[config.mk]
export PLATFORM = sky130hd
export DESIGN_NAME = router_ctrl_flat
export DESIGN_NICKNAME = d
export VERILOG_FILES = /design/src/rtl/router_ctrl_if.sv /design/src/rtl/router_ctrl.sv /design/src/flat_wrapper.sv
export SDC_FILE = /design/constraint.sdc
export NUM_CORES = 1
export LEC_CHECK = 0
export CAP_MARGIN = 20
export CORE_UTILIZATION = 55
export CTS_BUF_LIST = sky130_fd_sc_hd__clkbuf_8
export CTS_CLUSTER_SIZE = 24
export DETAILED_ROUTE_END_ITERATION = 10
export PLACE_DENSITY_LB_ADDON = 0.12
export REMOVE_ABC_BUFFERS = 1
export SLEW_MARGIN = 20
export SYNTH_ARGS = -nofsm -noshare
export SYNTH_HDL_FRONTEND = slang
export SYNTH_SLANG_ARGS = --single-unit
[constraint.sdc]
create_clock -name clock -period 1.87 [get_ports clock]
set_clock_uncertainty 0.2 [all_clocks]
set_input_delay 0.187 -clock clock [delete_from_list [all_inputs] [get_ports clock]]
set_output_delay 0.187 -clock clock [all_outputs]
set_load 0.005 [all_outputs]
[src/rtl/router_ctrl_if.sv]
// Bundle of the packet source, FIFO status and FIFO write-side signals
// seen by the router write controller. The controller uses the slave view;
// the driving environment uses the master view.
interface router_ctrl_if #(
  parameter int DW = 3
);
  logic          pkt_valid;
  logic [DW-1:0] data_in;
  logic [2:0]    fifo_full;
  logic [2:0]    fifo_empty;
  logic [2:0]    read_enb;
  logic [DW-1:0] fifo_din;
  logic [2:0]    write_enb;
  logic          lfd_state;
  logic          busy;
  logic [2:0]    soft_reset;
  logic          parity_done;
  logic          err;

  modport master (
    output pkt_valid, data_in, fifo_full, fifo_empty, read_enb,
    input  fifo_din, write_enb, lfd_state, busy, soft_reset, parity_done, err
  );

  modport slave (
    input  pkt_valid, data_in, fifo_full, fifo_empty, read_enb,
    output fifo_din, write_enb, lfd_state, busy, soft_reset, parity_done, err
  );
endinterface

[src/rtl/router_ctrl.sv]
// Router write controller: decodes the header destination, sequences the
// header/payload/parity writes into one of three FIFOs, stalls the source
// while the FIFO is full or still draining, checks packet parity and issues
// a per-FIFO soft reset when a non-empty FIFO goes unread too long.
module router_ctrl #(
  parameter int DW      = 3,
  parameter int TIMEOUT = 30
) (
  input logic          clock,
  input logic          reset,
  router_ctrl_if.slave bus
);

  localparam logic [3:0] S_DECODE          = 4'd0;
  localparam logic [3:0] S_WAIT_EMPTY      = 4'd1;
  localparam logic [3:0] S_LOAD_FIRST      = 4'd2;
  localparam logic [3:0] S_LOAD_DATA       = 4'd3;
  localparam logic [3:0] S_FULL            = 4'd4;
  localparam logic [3:0] S_LOAD_AFTER_FULL = 4'd5;
  localparam logic [3:0] S_LOAD_PARITY     = 4'd6;
  localparam logic [3:0] S_CHECK           = 4'd7;
  localparam logic [3:0] S_DROP            = 4'd8;

  localparam logic [4:0] TO_LAST = 5'(TIMEOUT - 1);

  logic [3:0]      state_q, state_d;
  logic [1:0]      dest_q, dest_d;
  logic [DW-1:0]   hdr_q, hdr_d;
  logic [DW-1:0]   hold_q, hold_d;
  logic [DW-1:0]   acc_q, acc_d;
  logic [DW-1:0]   rx_q, rx_d;
  logic            err_q, err_d;
  logic [2:0][4:0] cnt_q, cnt_d;

  logic [2:0]      sr_s;
  logic [3:0]      empty_x_s, full_x_s, sr_x_s;
  logic [1:0]      hdr_dest_s;
  logic            abort_s;
  logic            we_s, lfd_s, busy_s, pd_s;
  logic [DW-1:0]   din_s;

  // Flags widened to four entries so a 2-bit destination never indexes out of range.
  always_comb begin
    empty_x_s  = {1'b0, bus.fifo_empty};
    full_x_s   = {1'b0, bus.fifo_full};
    sr_x_s     = {1'b0, sr_s};
    hdr_dest_s = bus.data_in[1:0];
    abort_s    = sr_x_s[dest_q] && (state_q != S_DECODE) && (state_q != S_DROP);
  end

  // Per-FIFO read timeout: count unread non-empty cycles, pulse and restart on the last one.
  always_comb begin
    sr_s  = 3'b000;
    cnt_d = cnt_q;
    for (int i = 0; i < 3; i++) begin
      if (bus.fifo_empty[i] || bus.read_enb[i]) begin
        cnt_d[i] = 5'd0;
      end else if (cnt_q[i] == TO_LAST) begin
        sr_s[i]  = 1'b1;
        cnt_d[i] = 5'd0;
      end else begin
        cnt_d[i] = cnt_q[i] + 5'd1;
      end
    end
  end

  // Packet sequencing FSM: next state, data holders and write-side decodes.
  always_comb begin
    state_d = state_q;
    dest_d  = dest_q;
    hdr_d   = hdr_q;
    hold_d  = hold_q;
    acc_d   = acc_q;
    rx_d    = rx_q;
    err_d   = err_q;
    we_s    = 1'b0;
    lfd_s   = 1'b0;
    busy_s  = 1'b0;
    pd_s    = 1'b0;
    din_s   = {DW{1'b0}};
    case (state_q)
      S_DECODE: begin
        if (bus.pkt_valid && (hdr_dest_s != 2'd3)) begin
          dest_d  = hdr_dest_s;
          hdr_d   = bus.data_in;
          acc_d   = bus.data_in;
          state_d = empty_x_s[hdr_dest_s] ? S_LOAD_FIRST : S_WAIT_EMPTY;
        end else begin
          state_d = S_DECODE;
        end
      end
      S_WAIT_EMPTY: begin
        busy_s = 1'b1;
        if (empty_x_s[dest_q]) begin
          state_d = S_LOAD_FIRST;
        end else begin
          state_d = S_WAIT_EMPTY;
        end
      end
      S_LOAD_FIRST: begin
        busy_s  = 1'b1;
        we_s    = 1'b1;
        lfd_s   = 1'b1;
        din_s   = hdr_q;
        state_d = S_LOAD_DATA;
        if (!abort_s) begin
          err_d = 1'b0;
        end else begin
          err_d = err_q;
        end
      end
      S_LOAD_DATA: begin
        din_s = bus.data_in;
        if (bus.pkt_valid) begin
          if (!full_x_s[dest_q]) begin
            we_s  = 1'b1;
            acc_d = acc_q ^ bus.data_in;
          end else begin
            hold_d  = bus.data_in;
            state_d = S_FULL;
          end
        end else begin
          rx_d    = bus.data_in;
          state_d = S_LOAD_PARITY;
        end
      end
      S_FULL: begin
        busy_s = 1'b1;
        if (!full_x_s[dest_q]) begin
          state_d = S_LOAD_AFTER_FULL;
        end else begin
          state_d = S_FULL;
        end
      end
      S_LOAD_AFTER_FULL: begin
        busy_s  = 1'b1;
        we_s    = 1'b1;
        din_s   = hold_q;
        acc_d   = acc_q ^ hold_q;
        state_d = S_LOAD_DATA;
      end
      S_LOAD_PARITY: begin
        busy_s = 1'b1;
        if (full_x_s[dest_q]) begin
          state_d = S_LOAD_PARITY;
        end else begin
          we_s    = 1'b1;
          din_s   = rx_q;
          state_d = S_CHECK;
        end
      end
      S_CHECK: begin
        busy_s  = 1'b1;
        state_d = S_DECODE;
        if (!abort_s) begin
          pd_s  = 1'b1;
          err_d = (acc_q != rx_q);
        end else begin
          err_d = err_q;
        end
      end
      S_DROP: begin
        if (!bus.pkt_valid) begin
          state_d = S_DECODE;
        end else begin
          state_d = S_DROP;
        end
      end
      default: begin
        state_d = S_DECODE;
      end
    endcase
    // A timeout on the active destination abandons the packet.
    if (abort_s) begin
      state_d = bus.pkt_valid ? S_DROP : S_DECODE;
    end else begin
      state_d = state_d;
    end
  end

  // Output drive; everything is held low during the reset cycle.
  always_comb begin
    if (reset) begin
      bus.fifo_din    = {DW{1'b0}};
      bus.write_enb   = 3'b000;
      bus.lfd_state   = 1'b0;
      bus.busy        = 1'b0;
      bus.soft_reset  = 3'b000;
      bus.parity_done = 1'b0;
      bus.err         = 1'b0;
    end else begin
      bus.fifo_din    = din_s;
      bus.write_enb   = we_s ? (3'b001 << dest_q) : 3'b000;
      bus.lfd_state   = lfd_s;
      bus.busy        = busy_s;
      bus.soft_reset  = sr_s;
      bus.parity_done = pd_s;
      bus.err         = err_q;
    end
  end

  // State and data-holder registers with synchronous reset.
  always_ff @(posedge clock) begin
    if (reset) begin
      state_q <= S_DECODE;
      dest_q  <= 2'd0;
      hdr_q   <= {DW{1'b0}};
      hold_q  <= {DW{1'b0}};
      acc_q   <= {DW{1'b0}};
      rx_q    <= {DW{1'b0}};
      err_q   <= 1'b0;
      cnt_q   <= {3{5'd0}};
    end else begin
      state_q <= state_d;
      dest_q  <= dest_d;
      hdr_q   <= hdr_d;
      hold_q  <= hold_d;
      acc_q   <= acc_d;
      rx_q    <= rx_d;
      err_q   <= err_d;
      cnt_q   <= cnt_d;
    end
  end

endmodule

[src/flat_wrapper.sv]
// flat-port wrapper written by rule: the top's interface ports become plain ports
module router_ctrl_flat 
#(
  parameter int DW      = 3,
  parameter int TIMEOUT = 30
)
  (clock, reset, bus_pkt_valid, bus_data_in, bus_fifo_full, bus_fifo_empty, bus_read_enb, bus_fifo_din, bus_write_enb, bus_lfd_state, bus_busy, bus_soft_reset, bus_parity_done, bus_err);
  router_ctrl_if #(.DW(DW)) bus_i ();
  input logic clock;
  input logic reset;
  input wire logic [$bits(bus_i.pkt_valid)-1:0] bus_pkt_valid;
  input wire logic [$bits(bus_i.data_in)-1:0] bus_data_in;
  input wire logic [$bits(bus_i.fifo_full)-1:0] bus_fifo_full;
  input wire logic [$bits(bus_i.fifo_empty)-1:0] bus_fifo_empty;
  input wire logic [$bits(bus_i.read_enb)-1:0] bus_read_enb;
  output wire logic [$bits(bus_i.fifo_din)-1:0] bus_fifo_din;
  output wire logic [$bits(bus_i.write_enb)-1:0] bus_write_enb;
  output wire logic [$bits(bus_i.lfd_state)-1:0] bus_lfd_state;
  output wire logic [$bits(bus_i.busy)-1:0] bus_busy;
  output wire logic [$bits(bus_i.soft_reset)-1:0] bus_soft_reset;
  output wire logic [$bits(bus_i.parity_done)-1:0] bus_parity_done;
  output wire logic [$bits(bus_i.err)-1:0] bus_err;
  assign bus_i.pkt_valid = bus_pkt_valid;
  assign bus_i.data_in = bus_data_in;
  assign bus_i.fifo_full = bus_fifo_full;
  assign bus_i.fifo_empty = bus_fifo_empty;
  assign bus_i.read_enb = bus_read_enb;
  assign bus_fifo_din = bus_i.fifo_din;
  assign bus_write_enb = bus_i.write_enb;
  assign bus_lfd_state = bus_i.lfd_state;
  assign bus_busy = bus_i.busy;
  assign bus_soft_reset = bus_i.soft_reset;
  assign bus_parity_done = bus_i.parity_done;
  assign bus_err = bus_i.err;
  router_ctrl #(.DW(DW), .TIMEOUT(TIMEOUT)) u_core (.clock(clock), .reset(reset), .bus(bus_i));
endmodule
==> results of run 1 <==
[stage by stage]
step / util, % / instances / hold slack, ps / setup WS [ps]
after global placement: 83.5 / 388 / 285 / -483
after CTS: 93.7 / 410 / 317 / -286
after detailed placement: 83.5 / 388 / 300 / -544
after floorplan: - / 234 / 56.1 / -30.9
[Yosys cell counts, types with 3 or more instances]
library cell  number
a211oi_1           3
a21oi_1            9
a22oi_1            3
a31oi_1            4
and2_1             3
buf_2              7
clkbuf_1           8
dfxtp_1           32
ha_1               6
inv_1             11
mux2i_1            5
nand2_1           20
nand2b_1           4
nand3_1           10
nand3b_1           3
nand4_1            8
nor2_1            26
nor2b_1            8
nor3_1             8
o211ai_1           4
o21a_1             5
o21ai_0            9
o22ai_1            4
xnor2_1            7
xor2_1             6
[cells by family after synthesis]
family | Yosys count
flip-flops | 32
AO/OA/AOI/OAI | 64
adder cells (fa/ha/maj) | 6
multiplexers | 6
buffers and inverters | 30
AND/OR/NAND/NOR | 102
XOR/XNOR | 13
[what timing repair did]
action / in CTS
buffers inserted: 14
pin swaps: 19
gates cloned: 0
gates resized for setup: 85
endpoints found under the setup margin: 20
==> results, run 1 <==
- For this design, the sink count on the clock tree is 32.
- After Yosys synthesis, full adders, half adders and majority gates account for 3.64% of the synthesized area.
- When the last timing repair stopped, the worst path ended at bus_fifo_din[2].
- The level count of the clock H-tree is 2.
- The number of warnings reported in the yosys synthesis log is 0.
- The share of the synthesized area in compound gates (AO/OA/AOI/OAI) is 22.2%.
- The count of mapped cells out of synthesis is 253.
- The synthesized area per cell is 8.15 sq um.
- The fraction of synthesized area in multiplexers is 3.52%.
- In this run, synthesis inferred 0 flip-flops with an integrated enable.
- The synthesis-stage register bit count is 32.
- Port buffering added 27 buffers.
- The largest net degree at the start of global routing is 14.
- Summed over its instances, the top area cell type makes up 31.1% of the synthesized netlist area.
- The buffer levels on the longest clock path is 2.
- The cell at the root of the clock tree is clkbuf_8.
- After synthesis, the share of flip-flops with an asynchronous set or reset is 0%.
- The die is 63.2 um wide.
- After synthesis, the largest family of logic cells by area is simple AND/OR/NAND/NOR gates.
- After the last repair the worst path ends at an output port.
- The synthesized netlist contains 55 unique library cells.
- During I/O placement, the number of pins put on the boundary was 28.
- The sequential share of the synthesized area is 31.1%.
- Of the total synthesized cell area, the portion taken by XOR and XNOR cells is 5.52%.
- The final estimated routing congestion in global placement is 0.963.
- After Yosys synthesis, and, or, nand and nor cells account for 27.1% of the synthesized area.
- For this run, the leading register cell type out of synthesis is dfxtp_1.
- Once placement finished, the instance area stood at 0.00290 sq mm.
- The flow did not finish.
- After synthesis, the cell types taking the most area are dfxtp_1, nor2_1, ha_1.
- The initial cell density of the core is 59.5%.
- The quantity of hold-fixing buffers added after cts is 0.
- The synthesized design spends more area on one cell type than any other, namely dfxtp_1.
- Counting the buffers created by CTS gives 5.
- The first error in the log reads "[ERROR DPL-0038] Utilization greater than 100%, impossible to legalize".
- The mapped netlist covers 0.00206 sq mm.
- The floorplan step set the die height to 63.2 um.
- After legalization and detailed placement, the total HPWL measured 4880 um.
- The floorplan has 21 rows.
- The flow halted during 5_1_grt.
==> inputs of run 2 (changes only) <==
--- a/config.mk
+++ b/config.mk
@@ -6,11 +6,9 @@
 export NUM_CORES = 1
 export LEC_CHECK = 0
 export CAP_MARGIN = 20
-export CORE_UTILIZATION = 55
-export CTS_BUF_LIST = sky130_fd_sc_hd__clkbuf_8
-export CTS_CLUSTER_SIZE = 24
+export CORE_UTILIZATION = 40
 export DETAILED_ROUTE_END_ITERATION = 10
-export PLACE_DENSITY_LB_ADDON = 0.12
+export PLACE_DENSITY_LB_ADDON = 0.15
 export REMOVE_ABC_BUFFERS = 1
 export SLEW_MARGIN = 20
 export SYNTH_ARGS = -nofsm -noshare
==> run 2 against run 1 <==
Net effect:
- the flow now finishes, with violations (negative setup slack)
- synthesized cell count stayed put
- synthesized area stayed put
==> results, run 2 <==
- The worst hold slack is 105 ps.
- Leaving out fill and tap cells, the most frequent cell in the layout is buf_4.
- The die is 73.8 um wide.
- For this run, the leading register cell type out of synthesis is dfxtp_1.
- For this configuration, the core starts out at a cell density of 42.5%.
- The share of the core filled with cells in the final layout is 70.5%.
- The type of the most critical hold path is in -> reg.
- The floorplan step defined a die boundary enclosing 0.00545 sq mm.
- The number of cells on the worst hold path is 3.
- At the end of routability-driven placement, the weighted congestion stood at 0.879.
- The end point of the worst hold path is u_core.state_q[1].
- The number of global-route vias before repair is 2141.
- The number of pins exceeding their max-slew limit in the final report was 0.
- The overall routed net length is 6770 um.
- The layout filler cell count is 365.
- Sorting the synthesized cells by area gives the leading types as dfxtp_1, nor2_1, ha_1.
- The number of enable-type register cells in the synthesized netlist is 0.
- The most common cell in the synthesized netlist is dfxtp_1.
- In the final layout, the registers with the most flip-flops are u_core.cnt_q (15), u_core.state_q (4).
- Setup violations remaining at the end of the flow were counted as 14.
- The cell accounting for the most synthesized area is dfxtp_1.
- The measured slew at the worst slew-check pin is 375 ps.
- The normalized max-slew margin is 74.7%.
- In the synthesized netlist the async set-or-reset flop fraction comes to 0%.
- The worst path in the final design needs a cycle of 2190 ps, including I/O delays and setup.
- The number of max-cap violations is 0.
- The number of warnings reported in the yosys synthesis log is 0.
- The ratio of cells with drive above 1 in the final layout is 45.0%.
- Static timing analysis puts the maximum clock frequency at 0.456 GHz.
- The cell row count is 25.
- The number of antenna violations at the first check in global routing came to 0.
- The routed length per instance is 15.5 um.
- Data on the critical path arrives at its endpoint at 1800 ps.
- After synthesis the netlist holds a flip-flop and latch count of 32.
- In this run the power density over the cells is 731 mW/mm^2.
- Clock-pin slew was measured on the worst setup and hold paths at 70 ps.
- By startpoint and endpoint, the worst setup path is classified as reg -> out.
- The residual antenna-violating net count after detailed routing is 0.
- Across all layers, the routed design uses 2332 vias.
- The count of port buffers added during placement is 27.
- The required time of the critical path is 1480 ps.
- The hold path startpoint is reset.
- The synthesized area per cell is 8.15 sq um.
- The total routing resource utilization after global routing is 25.9%.
- Setup repair after global routing could not meet its margin everywhere.
- The via count normalized by instance count is 5.35.
- The layout overhead on the synthesized area is 65.8%.
- The overall overflow remaining after global route is 0.
- The first routing iteration left 148 violations.
- Entering global routing, the biggest net connects 14 pins.
- Detailed placement finished with a half-perimeter wire length of 4650 um.
- Buffers inserted during clock tree synthesis total 5.
- In this run, post-CTS hold repair placed 0 buffers.
- The tree is rooted in a clkbuf_8.
- Leaving out fill and tap cells, the most frequent cells in the layout are buf_4, nor2_1, dfxtp_1, nand2_1, buf_6.
- The number of optimization iterations in the first detailed-route pass is 4.
- The clock passes through at most 2 buffers.
- In the post-route analysis, the smallest setup slack over all paths is -321 ps.
- The number of antenna diodes in the final layout is 0.
- The DRC violation count after routing is 0.
- The number of distinct library cells after synthesis is 55.
- The synthesized area is 0.00206 sq mm.
- The worst setup slack for register-to-register paths is -120 ps.
- The top cell type by area accounts for 31.1% of the synthesized area.
- The standard cell core area is 0.00485 sq mm.
- Sorting the synthesized cells by how often they occur yields dfxtp_1, nor2_1, nand2_1.
- The level count of the clock H-tree is 2.
- In this run the critical register-to-register path is captured at u_core.state_q[1].
- The later pin in the worst-skew pair is clocked with a latency of 300 ps.
- Setup total negative slack on the finished layout was measured at -2260 ps.
- Ranked by flip-flop count, first place goes to u_core.cnt_q.
- For this design, the sink count on the clock tree is 32.
- The flow ran to the end, but the final reports show violations.
- The static leakage power is 1.41 nW.
- TritonCTS built the clock tree.
- Dividing the final minimum period by the clock period gives 117%.
- The number of nets at the end of the flow is 389.
- The vertical extent of the die is 73.8 um.
- Counting cells, the worst reg-to-reg path comes to 8.
- The design draws 2.50 mW.
- 28 I/O pins were placed.
- The number of hold-slack violations in the final timing report was 0.
- Sequential elements use 31.1% of the synthesized area.
- The worst setup path is launched from a flop.
- The wire length of the first global-routing pass is 10300 um.
- The highest ir drop seen on vdd is 0.000460 V.
- STA classifies the critical path endpoint as an output pin.
- The flip-flop count of the largest register, all copies and words added is 15.
- The count of mapped cells out of synthesis is 253.
- In this run the worst path has a maximum fanout of 3.
- The checks that failed: negative setup slack.
- The reg-to-reg critical path startpoint is u_core.state_q[2].
[run 2: cell counts after synthesis]
No cell type changed its count.
[run 2: kinds of logic after synthesis]
logic type               after synthesis  synth area share, %
flip-flops                            32                 31.1
multiplexers                           6                 3.52
AND/OR/NAND/NOR                      102                 27.1
XOR/XNOR                              13                 5.52
adder cells (fa/ha/maj)                6                 3.64
AO/OA/AOI/OAI                         64                 22.2
buffers and inverters                 30                 6.98
[run 2: cell type report]
type	instances	area, sq um	share of cell area, %
Sequential cell	32	666	19.5
Inverter	11	41.3	1.21
Tap cell	67	83.8	2.45
Timing Repair Buffer	127	1050	30.6
Clock inverter	1	30.0	0.878
Clock buffer	7	96.3	2.82
Multi-Input combinational cell	191	1460	42.6
[run 2: what timing repair did]
item	4_1_cts	5_1_grt
pin swaps	17	14
setup buffers	21	6
resized for setup	85	30
endpoints found under the setup margin	20	24
[run 2: layer usage]
metal / vias to the layer above / share of wire (%) / global-route usage (%)
met5: - / 0 / 0
met4: 0 / 1.7 / 9.19
met3: 10 / 7.1 / 6.04
met2: 85 / 50 / 44.5
met1: 1084 / 41 / 31.4
li1: 1153 / - / -
[run 2: how the worst max path moves through the flow]
stage	start	to	slack, ps	depth (start not counted)
floorplan	u_core.hdr_q[1]	bus_write_enb[1]	-30	4
global placement	bus_fifo_full[2]	bus_write_enb[0]	-510	6
detailed placement	bus_fifo_full[2]	bus_write_enb[2]	-570	6
CTS	u_core.hdr_q[1]	bus_write_enb[0]	-310	7
global route	u_core.hdr_q[1]	bus_write_enb[0]	-410	7
finish	u_core.hdr_q[1]	bus_write_enb[0]	-320	7
[run 2: critical path: stages (launching register included)]
cell and delay [ps]:
dfxtp_4 370, buf_6 90, nand3b_1 150, o21ai_2 80, o32a_1 410, buf_6 140
nor4_4 110, buf_2 150
[run 2: report_power, final]
group | internal, mW | total [mW] | leakage [nW] | switching (mW)
sequential | 0.727 | 0.796 | 0.266 | 0.0682
combinational | 0.539 | 0.957 | 1.08 | 0.418
clock | 0.470 | 0.748 | 0.0645 | 0.278
[run 2: metrics by stage]
step	setup WS [ps]	std cells	instance area (sq um)
floorplan	-30.9	234	1960
global placement	-510	407	2920
detailed placement	-569	407	2920
CTS	-308	435	3320
global route	-410	436	3420
finish	-321	436	3420
(Power assumes the default switching activity.)
